===== src/rtl/shift_left_iter_if.sv =====
// Valid/ready operand and result channels of the iterative left shifter.
interface shift_left_iter_if #(
  parameter int BITS  = 5,
  parameter int WIDTH = 32
);
  logic             in_valid;
  logic             in_ready;
  logic [WIDTH-1:0] in_data;
  logic [BITS-1:0]  in_amt;
  logic             out_valid;
  logic             out_ready;
  logic [WIDTH-1:0] out_data;
  logic             out_ovf;

  modport master (
    output in_valid, in_data, in_amt, out_ready,
    input  in_ready, out_valid, out_data, out_ovf
  );

  modport slave (
    input  in_valid, in_data, in_amt, out_ready,
    output in_ready, out_valid, out_data, out_ovf
  );
endinterface


===== src/rtl/shift_left_iter.sv =====
// Multi-cycle logical left shifter, one log stage per clock, with signed-overflow flag.
// Optional macro SHL_EARLY_EXIT_EN: finish as soon as no higher amount bits remain.
module shift_left_iter #(
  parameter int BITS  = 5,
  parameter int WIDTH = 32
) (
  input  logic              clk,
  input  logic              rst,
  shift_left_iter_if.slave  bus
);

  if (WIDTH != (1 << BITS)) begin : g_bad_width
    $error("shift_left_iter: WIDTH must equal 2**BITS");
  end

  typedef enum logic [1:0] {IDLE, SHIFT, DONE} state_e;

  state_e           state_q, state_d;
  logic [WIDTH-1:0] acc_q, acc_d;
  logic [WIDTH-1:0] out_data_q, out_data_d;
  logic [BITS-1:0]  amt_q, amt_d;
  logic [BITS-1:0]  cnt_q, cnt_d;
  logic             ovf_q, ovf_d;
  logic             out_ovf_q, out_ovf_d;
  logic             out_valid_q, in_ready_q;

  int unsigned      k;
  logic [WIDTH-1:0] top, ones;
  logic             last;

  always_comb begin
    state_d    = state_q;
    acc_d      = acc_q;
    amt_d      = amt_q;
    cnt_d      = cnt_q;
    ovf_d      = ovf_q;
    out_data_d = out_data_q;
    out_ovf_d  = out_ovf_q;

    // The k+1 bits that will be pushed past (or onto) the sign bit by this stage.
    k    = 1 << cnt_q;
    top  = acc_q >> (WIDTH - 1 - k);
    ones = (WIDTH'(1) << (k + 1)) - WIDTH'(1);

`ifdef SHL_EARLY_EXIT_EN
    last = (cnt_q == BITS'(BITS - 1)) || ((amt_q >> (cnt_q + 1'b1)) == '0);
`else
    last = (cnt_q == BITS'(BITS - 1));
`endif

    case (state_q)
      IDLE: begin
        if (bus.in_valid) begin
          acc_d   = bus.in_data;
          amt_d   = bus.in_amt;
          cnt_d   = '0;
          ovf_d   = 1'b0;
          state_d = SHIFT;
`ifdef SHL_EARLY_EXIT_EN
          if (bus.in_amt == '0) state_d = DONE;
`endif
        end
      end
      SHIFT: begin
        if (amt_q[cnt_q]) begin
          acc_d = acc_q << k;
          ovf_d = ovf_q | ((top != '0) && (top != ones));
        end
        if (last) state_d = DONE;
        else      cnt_d   = cnt_q + 1'b1;
      end
      DONE: begin
        if (bus.out_ready) state_d = IDLE;
      end
      default: state_d = IDLE;
    endcase

    // Result registers load only on entry to DONE so they stay frozen under backpressure.
    if (state_d == DONE && state_q != DONE) begin
      out_data_d = acc_d;
      out_ovf_d  = ovf_d;
    end
  end

  always_ff @(posedge clk) begin
    if (rst) begin
      state_q     <= IDLE;
      acc_q       <= '0;
      amt_q       <= '0;
      cnt_q       <= '0;
      ovf_q       <= 1'b0;
      out_data_q  <= '0;
      out_ovf_q   <= 1'b0;
      out_valid_q <= 1'b0;
      in_ready_q  <= 1'b1;
    end else begin
      state_q     <= state_d;
      acc_q       <= acc_d;
      amt_q       <= amt_d;
      cnt_q       <= cnt_d;
      ovf_q       <= ovf_d;
      out_data_q  <= out_data_d;
      out_ovf_q   <= out_ovf_d;
      out_valid_q <= (state_d == DONE);
      in_ready_q  <= (state_d == IDLE);
    end
  end

  assign bus.in_ready  = in_ready_q;
  assign bus.out_valid = out_valid_q;
  assign bus.out_data  = out_data_q;
  assign bus.out_ovf   = out_ovf_q;

endmodule


===== src/flat_wrapper.sv =====
// flat-port wrapper written by rule: the top's interface ports become plain ports
module shift_left_iter_flat 
#(
  parameter int BITS  = 5,
  parameter int WIDTH = 32
)
  (clk, rst, bus_in_valid, bus_in_data, bus_in_amt, bus_out_ready, bus_in_ready, bus_out_valid, bus_out_data, bus_out_ovf);
  shift_left_iter_if #(.BITS(BITS), .WIDTH(WIDTH)) bus_i ();
  input  logic clk;
  input  logic rst;
  input wire logic [$bits(bus_i.in_valid)-1:0] bus_in_valid;
  input wire logic [$bits(bus_i.in_data)-1:0] bus_in_data;
  input wire logic [$bits(bus_i.in_amt)-1:0] bus_in_amt;
  input wire logic [$bits(bus_i.out_ready)-1:0] bus_out_ready;
  output wire logic [$bits(bus_i.in_ready)-1:0] bus_in_ready;
  output wire logic [$bits(bus_i.out_valid)-1:0] bus_out_valid;
  output wire logic [$bits(bus_i.out_data)-1:0] bus_out_data;
  output wire logic [$bits(bus_i.out_ovf)-1:0] bus_out_ovf;
  assign bus_i.in_valid = bus_in_valid;
  assign bus_i.in_data = bus_in_data;
  assign bus_i.in_amt = bus_in_amt;
  assign bus_i.out_ready = bus_out_ready;
  assign bus_in_ready = bus_i.in_ready;
  assign bus_out_valid = bus_i.out_valid;
  assign bus_out_data = bus_i.out_data;
  assign bus_out_ovf = bus_i.out_ovf;
  shift_left_iter #(.BITS(BITS), .WIDTH(WIDTH)) u_core (.clk(clk), .rst(rst), .bus(bus_i));
endmodule

===== config.mk =====
export PLATFORM = sky130hd
export DESIGN_NAME = shift_left_iter_flat
export DESIGN_NICKNAME = d
export VERILOG_FILES = /design/src/rtl/shift_left_iter_if.sv /design/src/rtl/shift_left_iter.sv /design/src/flat_wrapper.sv
export SDC_FILE = /design/constraint.sdc
export NUM_CORES = 1
export LEC_CHECK = 0
export ABC_AREA = 1
export BUFFER_PORTS_ARGS = -buffer_cell sky130_fd_sc_hd__buf_2
export CORE_MARGIN = 5
export CORE_UTILIZATION = 65
export CTS_CLUSTER_SIZE = 14
export DETAILED_ROUTE_END_ITERATION = 8
export PLACE_DENSITY = 0.83
export REMOVE_ABC_BUFFERS = 1
export SYNTH_ARGS = -nofsm -noshare
export SYNTH_HDL_FRONTEND = slang
export SYNTH_SLANG_ARGS = --single-unit

===== constraint.sdc =====
create_clock -name clk -period 8.95 [get_ports clk]
set_clock_uncertainty 0.15 [all_clocks]
set_input_delay 0.895 -clock clk [delete_from_list [all_inputs] [get_ports clk]]
set_output_delay 0.895 -clock clk [all_outputs]
set_load 0.02 [all_outputs]

---- Word-level counts from Yosys, hierarchy flattened ----
Cells that the tools add are included.
storage, ports and cells
  flip-flop bits (word level) ............. 80
  input bits .............................. 41
  output and inout bits ................... 35
  word-level logic and storage cells ...... 50
operators by class
  $add $sub $neg .......................... 4
  magnitude comparators ................... 1
  eq/ne operators ......................... 8
  shift operators ......................... 4
  muxes and demuxes ....................... 15
  bitwise operators ....................... 1
  reductions and logical operators ........ 8
operators by type and width
  operator                 number
  $mux W32                 2
  $pmux W32 S2             1
  $add A32 B1 Y32 const B  1
  $ne A32 B32 Y1           1
  $reduce_bool A32 Y1      1
  $shl A1 B32 Y32 const A  1
  $shl A1 B5 Y32 const A   1
  $shl A32 B32 Y32         1
  $shr A32 B32 Y32         1
  $sub A32 B2 Y32 const B  1
  $sub A5 B32 Y32 const A  1
  $mux W5                  2
  $pmux W5 S2              1
  $mux W2                  3
  $ne A2 B2 Y1 const B     3
  $pmux W2 S3              1
  $add A5 B1 Y5 const B    1
  $eq A5 B3 Y1 const B     1
  $lt A5 B4 Y1 const B     1
  $eq A2 B2 Y1 const B     2
  $logic_not A2 Y1         2
  $bmux W1 S3              1
  $mux W1                  3
  $reduce_and A3 Y1        1
  6 further kinds          7

---- Longest topological paths before layout ----
  word-level depth ........................ 9
  depth in mapped cells ................... 37
  mapped depth without buffers ............ 34

---- Least setup slack after synthesis ----
No wires, ideal clock.
  path type ............................... flip-flop to flip-flop
  start point ............................. register u_core.cnt_q[1]
  end point ............................... register u_core.out_ovf_q, in the netlist u_core.bus.out_ovf
  setup time .............................. 0.109 ns
  arrival ................................. 4.353 ns
  required time ........................... 8.691 ns
  setup slack ............................. 4.338 ns
  cell stages (with the launch flop) ...... 35
  buffers on the path ..................... 4
  period minus slack after synthesis ...... 4.612 ns
  path through ............................ dfxtp_1 inv_1 ha_1 buf_2 inv_1 nor2_1 nand2_1 nor2_1 clkbuf_1 clkbuf_1 clkbuf_1 ha_1 nor3_1 nand2_1 nor2_1 nand2_1 ha_1 nand2_1 nor2_1 nand2_1 nor2_2 inv_2 nand2_1 nand2_1 nand4_1 nand2_1 nand2_1 nor2_1 nand2_1 nor2_1 nand3_1 nand2_1 nand3_1 nand2_1 inv_1
between the ends
  cells in the longest elaborated chain, start to end .. 9
  elaborated cells between the ends (all ways) .. 19
  classes of those cells .................. add/sub (3); eq/ne (3); shift (3); mux (6); bitwise (1); reduce/logical (3)
RTL lines
  item                    RTL line                text
  start, declared         shift_left_iter.sv:22   logic [BITS-1:0] cnt_q, cnt_d;
  start signal, assigned  shift_left_iter.sv:100  cnt_q <= cnt_d;
  $shl A1 B5 Y32          shift_left_iter.sv:41   k = 1 << cnt_q;
  $add A32 B1 Y32         shift_left_iter.sv:43   ones = (WIDTH'(1) << (k + 1)) - WIDTH'(1);
  $shl A1 B32 Y32         shift_left_iter.sv:43
  $sub A32 B2 Y32         shift_left_iter.sv:43
  $ne A32 B32 Y1          shift_left_iter.sv:67   ovf_d = ovf_q | ((top != '0) && (top != ones));
  $logic_and A1 B1 Y1     shift_left_iter.sv:67
  $or A1 B1 Y1            shift_left_iter.sv:67
  $mux W1                 shift_left_iter.sv:65   if (amt_q[cnt_q]) begin
  $pmux W1 S2             shift_left_iter.sv:51   case (state_q)
  end signal, assigned    shift_left_iter.sv:103  out_ovf_q <= out_ovf_d;
  end, declared           shift_left_iter.sv:24   logic out_ovf_q, out_ovf_d;
Several ways; a longest one is shown, not always the timed one. The select of a mux whose other input is x is not followed.
A chain may end at the register's enable or synchronous reset.

---- Worst setup path in the final report ----
  start point ............................. register u_core.cnt_q[4]
  end point ............................... register u_core.out_ovf_q, in the netlist u_core.bus.out_ovf
Same word-level chain as after synthesis.

==> results.py <==
metrics = {
    "clocking": {
        "htreeDepth": 3,
        "cts.sink_count": 80,
        "cts_buffer_depth": 2,
        "cts-buffers-inserted": 9,
        "clkLatencyLatePin_ns": 0.36,
        "cts.repair.resized": 0,
        "cts_root_buf": "clkbuf_16",
        "cts.clk_slew.worst_paths_ns": 0.07,
        "cts_hold_buf": 0,
        "cts_tree": "yes",
        "cts_setup_buffers": 0,
    },
    "synthesis": {
        "async_flop_share_pct": 0,
        "synth.avg_cell_area_um2": 5.46,
        "synth-edff-count": 0,
        "syn_inst": 1773,
        "ys_types": 48,
        "synth_area_leaders": "nand2_1 20%, dfxtp_1 17%, nand3_1 12%",
        "seq_area_frac_synth_pct": 16.5,
        "synth-seq-cells": 80,
        "synth.top_cell.area_share_pct": 19.7,
        "yosysMostFrequentCell": "nand2_1",
        "synthTopCellsByCount": "509 x nand2_1, 227 x nand3_1, 188 x nor2_1",
        "synth_top_flop_cell": "dfxtp_1",
        "synth_top_area_cell": "nand2_1",
        "ys_warn_count": 0,
        "syn-cell-area_um2": 9690,
    },
    "min_path": {
        "worstHoldPathCells": 2,
        "min_path_type": "register to register",
        "hold_end": "u_core.amt_q[2]",
        "hold_path_startpoint": "u_core.amt_q[2]",
    },
    "grt": {
        "grt-ovfl-total": 0,
        "gr-usage-met2_pct": 57.3,
        "grt_max_degree": 75,
        "top_usage_layer": "met2",
        "grtUsageMet1_pct": 48.6,
        "grt_pass1_vias": 10900,
        "grt_util_met3_pct": 6.26,
        "grt_pass1_wl_mm": 53.9,
        "gr-usage-all-layers_pct": 36.7,
        "antenna_found_initial": 0,
    },
    "cells_and_area": {
        "multi_input_area_um2": 6940,
        "stdcell_count": 1944,
        "antenna_cells": 0,
        "nets": 1806,
        "drive_above_1_share_pct": 8.98,
        "syn_to_final_growth_pct": 5.57,
        "final_util_pct": 70.1,
        "regArea_um2": 1600,
        "nFillCells": 1388,
    },
    "pwr": {
        "ir_worst_vdd_uv": 174,
        "powerDensity_nw_per_um2": 140,
        "p_total_mw": 1.43,
        "p_leak_nw": 5.01,
    },
    "drt": {
        "firstDrtPassIters": 8,
        "wirelength_mm": 33.8,
        "drc": 0,
        "vias": 12500,
        "post_drt_via_cell_ratio": 6.44,
        "wl_per_cell_um": 17.4,
        "ant_nets": 0,
        "drtIter0Drc": 1808,
    },
    "critical_path": {
        "r2r_cells": 27,
        "r2r-end": "u_core.bus.out_ovf",
        "cpPeakStageDelay_ns": 1.01,
        "ff2ff_setup_slack_ns": 3.44,
        "cp.arrival_ns": 5.62,
        "crit_slowest_cell": "dfxtp_1",
        "crit_fanout": 55,
        "required_ns": 9.06,
        "criticalPathCategory": "register to register",
        "crit_top_cell": "nand2_1",
        "cp-end-kind": "register",
        "startpoint_type": "register",
        "crit_path_start": "u_core.cnt_q[4]",
        "reg2reg_from": "u_core.cnt_q[4]",
    },
    "floorplan": {
        "core_um2": 14600,
        "design.die.area_um2": 17400,
        "start_util_pct": 66.4,
        "die_x_um": 132,
        "row_count": 44,
        "die_h_um": 132,
        "io_pins": 76,
    },
    "flow_run": {
        "drv_cap": 0,
    },
    "timing": {
        "final-hold-violation-count": 0,
        "rsz0062_at_grt": "false",
        "maxSlewViolCount": 0,
        "max_freq_ghz": 0.182,
        "tns_ns": 0,
        "fin_hold_ws_ns": 0.338,
        "setup_viol": 0,
        "max-slew-margin-rel_pct": 22.1,
        "finalCriticalPeriod_ns": 5.51,
        "tightest_slew_ns": 1.17,
        "fin_crit_sh_pct": 61.5,
    },
    "run_status": {
        "status": "complete, no violations",
    },
    "placement": {
        "place_hpwl_mm": 24.6,
        "portBuffers": 75,
        "gp_congestion": 1.07,
        "dp.cells": 1928,
    },
}
## sequential cells by signal, summed over array words and instances, names as in the netlist
name                  cells
u_core.bus.out_valid      1
u_core.cnt_q              5
u_core.amt_q              5
u_core.bus.in_ready       1
u_core.bus.out_ovf        1
u_core.ovf_q              1
u_core.state_q            2
u_core.acc_q             32
u_core.bus.out_data      32
## how the worst max path moves through the flow
| stage | slack [ns] | to | cells after the start |
|---|---|---|---|
| 2_1_floorplan | 1.90 | u_core.bus.out_ovf | 30 |
| 3_3_place_gp | 3.83 | u_core.bus.out_ovf | 27 |
| 3_5_place_dp | 3.67 | u_core.bus.out_ovf | 27 |
| 4_1_cts | 3.65 | u_core.bus.out_ovf | 27 |
| 5_1_grt | 3.05 | u_core.bus.out_ovf | 27 |
| 6_report | 3.44 | u_core.bus.out_ovf | 27 |
## layer usage
metal,up-vias,wire length (µm)
met4,0,1940
li1,5966,-
met3,160,3710
met5,-,0
met2,830,15000
met1,5555,13200
## through the flow
stage,cell area [µm²],setup WS (ns)
after global placement,9910,3.83
after floorplan,9140,1.90
after detailed placement,9910,3.67
after CTS,10200,3.65
final,10200,3.44
after global routing,10200,3.05
## cells in the final DEF (no fill, tap or decap), drive strengths merged, types with 4 or more instances in the layout
cell | netlist | final
clkinv | 5 | 5
a21oi | 54 | 54
nand3b | 10 | 10
nor3 | 16 | 16
nor2 | 196 | 196
o211ai | 75 | 75
mux2i | 12 | 12
a31oi | 33 | 33
buf | 60 | 94
inv | 161 | 164
xnor2 | 6 | 6
nand4 | 96 | 96
nand3 | 234 | 234
dfxtp | 80 | 80
nand2 | 511 | 511
o2111ai | 6 | 6
xor2 | 4 | 4
o21ai | 120 | 120
ha | 10 | 10
o221ai | 6 | 6
clkbuf | 63 | 10
or2 | 5 | 5
## critical path: cells and delay by family (launching register included)
kind,cells,cell delay [ns]
compound gates,2,0.41
simple gates,23,3.46
flops,1,1.01
buf+inv,2,0.36
## kinds of logic after synthesis
logic type / share of synthesized area [%]
xor gates and xnor gates: 1.06
muxes: 1.24
buffers and inverters: 12.2
AOI/OAI and AO/OA: 18.7
DFF: 16.5
adders and majority gates: 1.29
and+or+nand+nor: 49.0
## report_power, final
part / switching, mW / internal [mW] / total [mW]
Sequential: 0.0250 / 0.374 / 0.399
Combinational: 0.436 / 0.200 / 0.636
Clock: 0.168 / 0.228 / 0.396
## cell type report
| class | instances | share of cell area, % |
|---|---|---|
| clock buffers | 10 | 2.34 |
| well taps | 184 | 2.25 |
| multi-input cells | 1404 | 67.8 |
| inverters | 166 | 6.13 |
| repair buffers | 94 | 5.07 |
| flip-flops and latches | 80 | 15.7 |
| clock inverters | 6 | 0.722 |
Note: power is estimated with default switching activity, not from simulation.
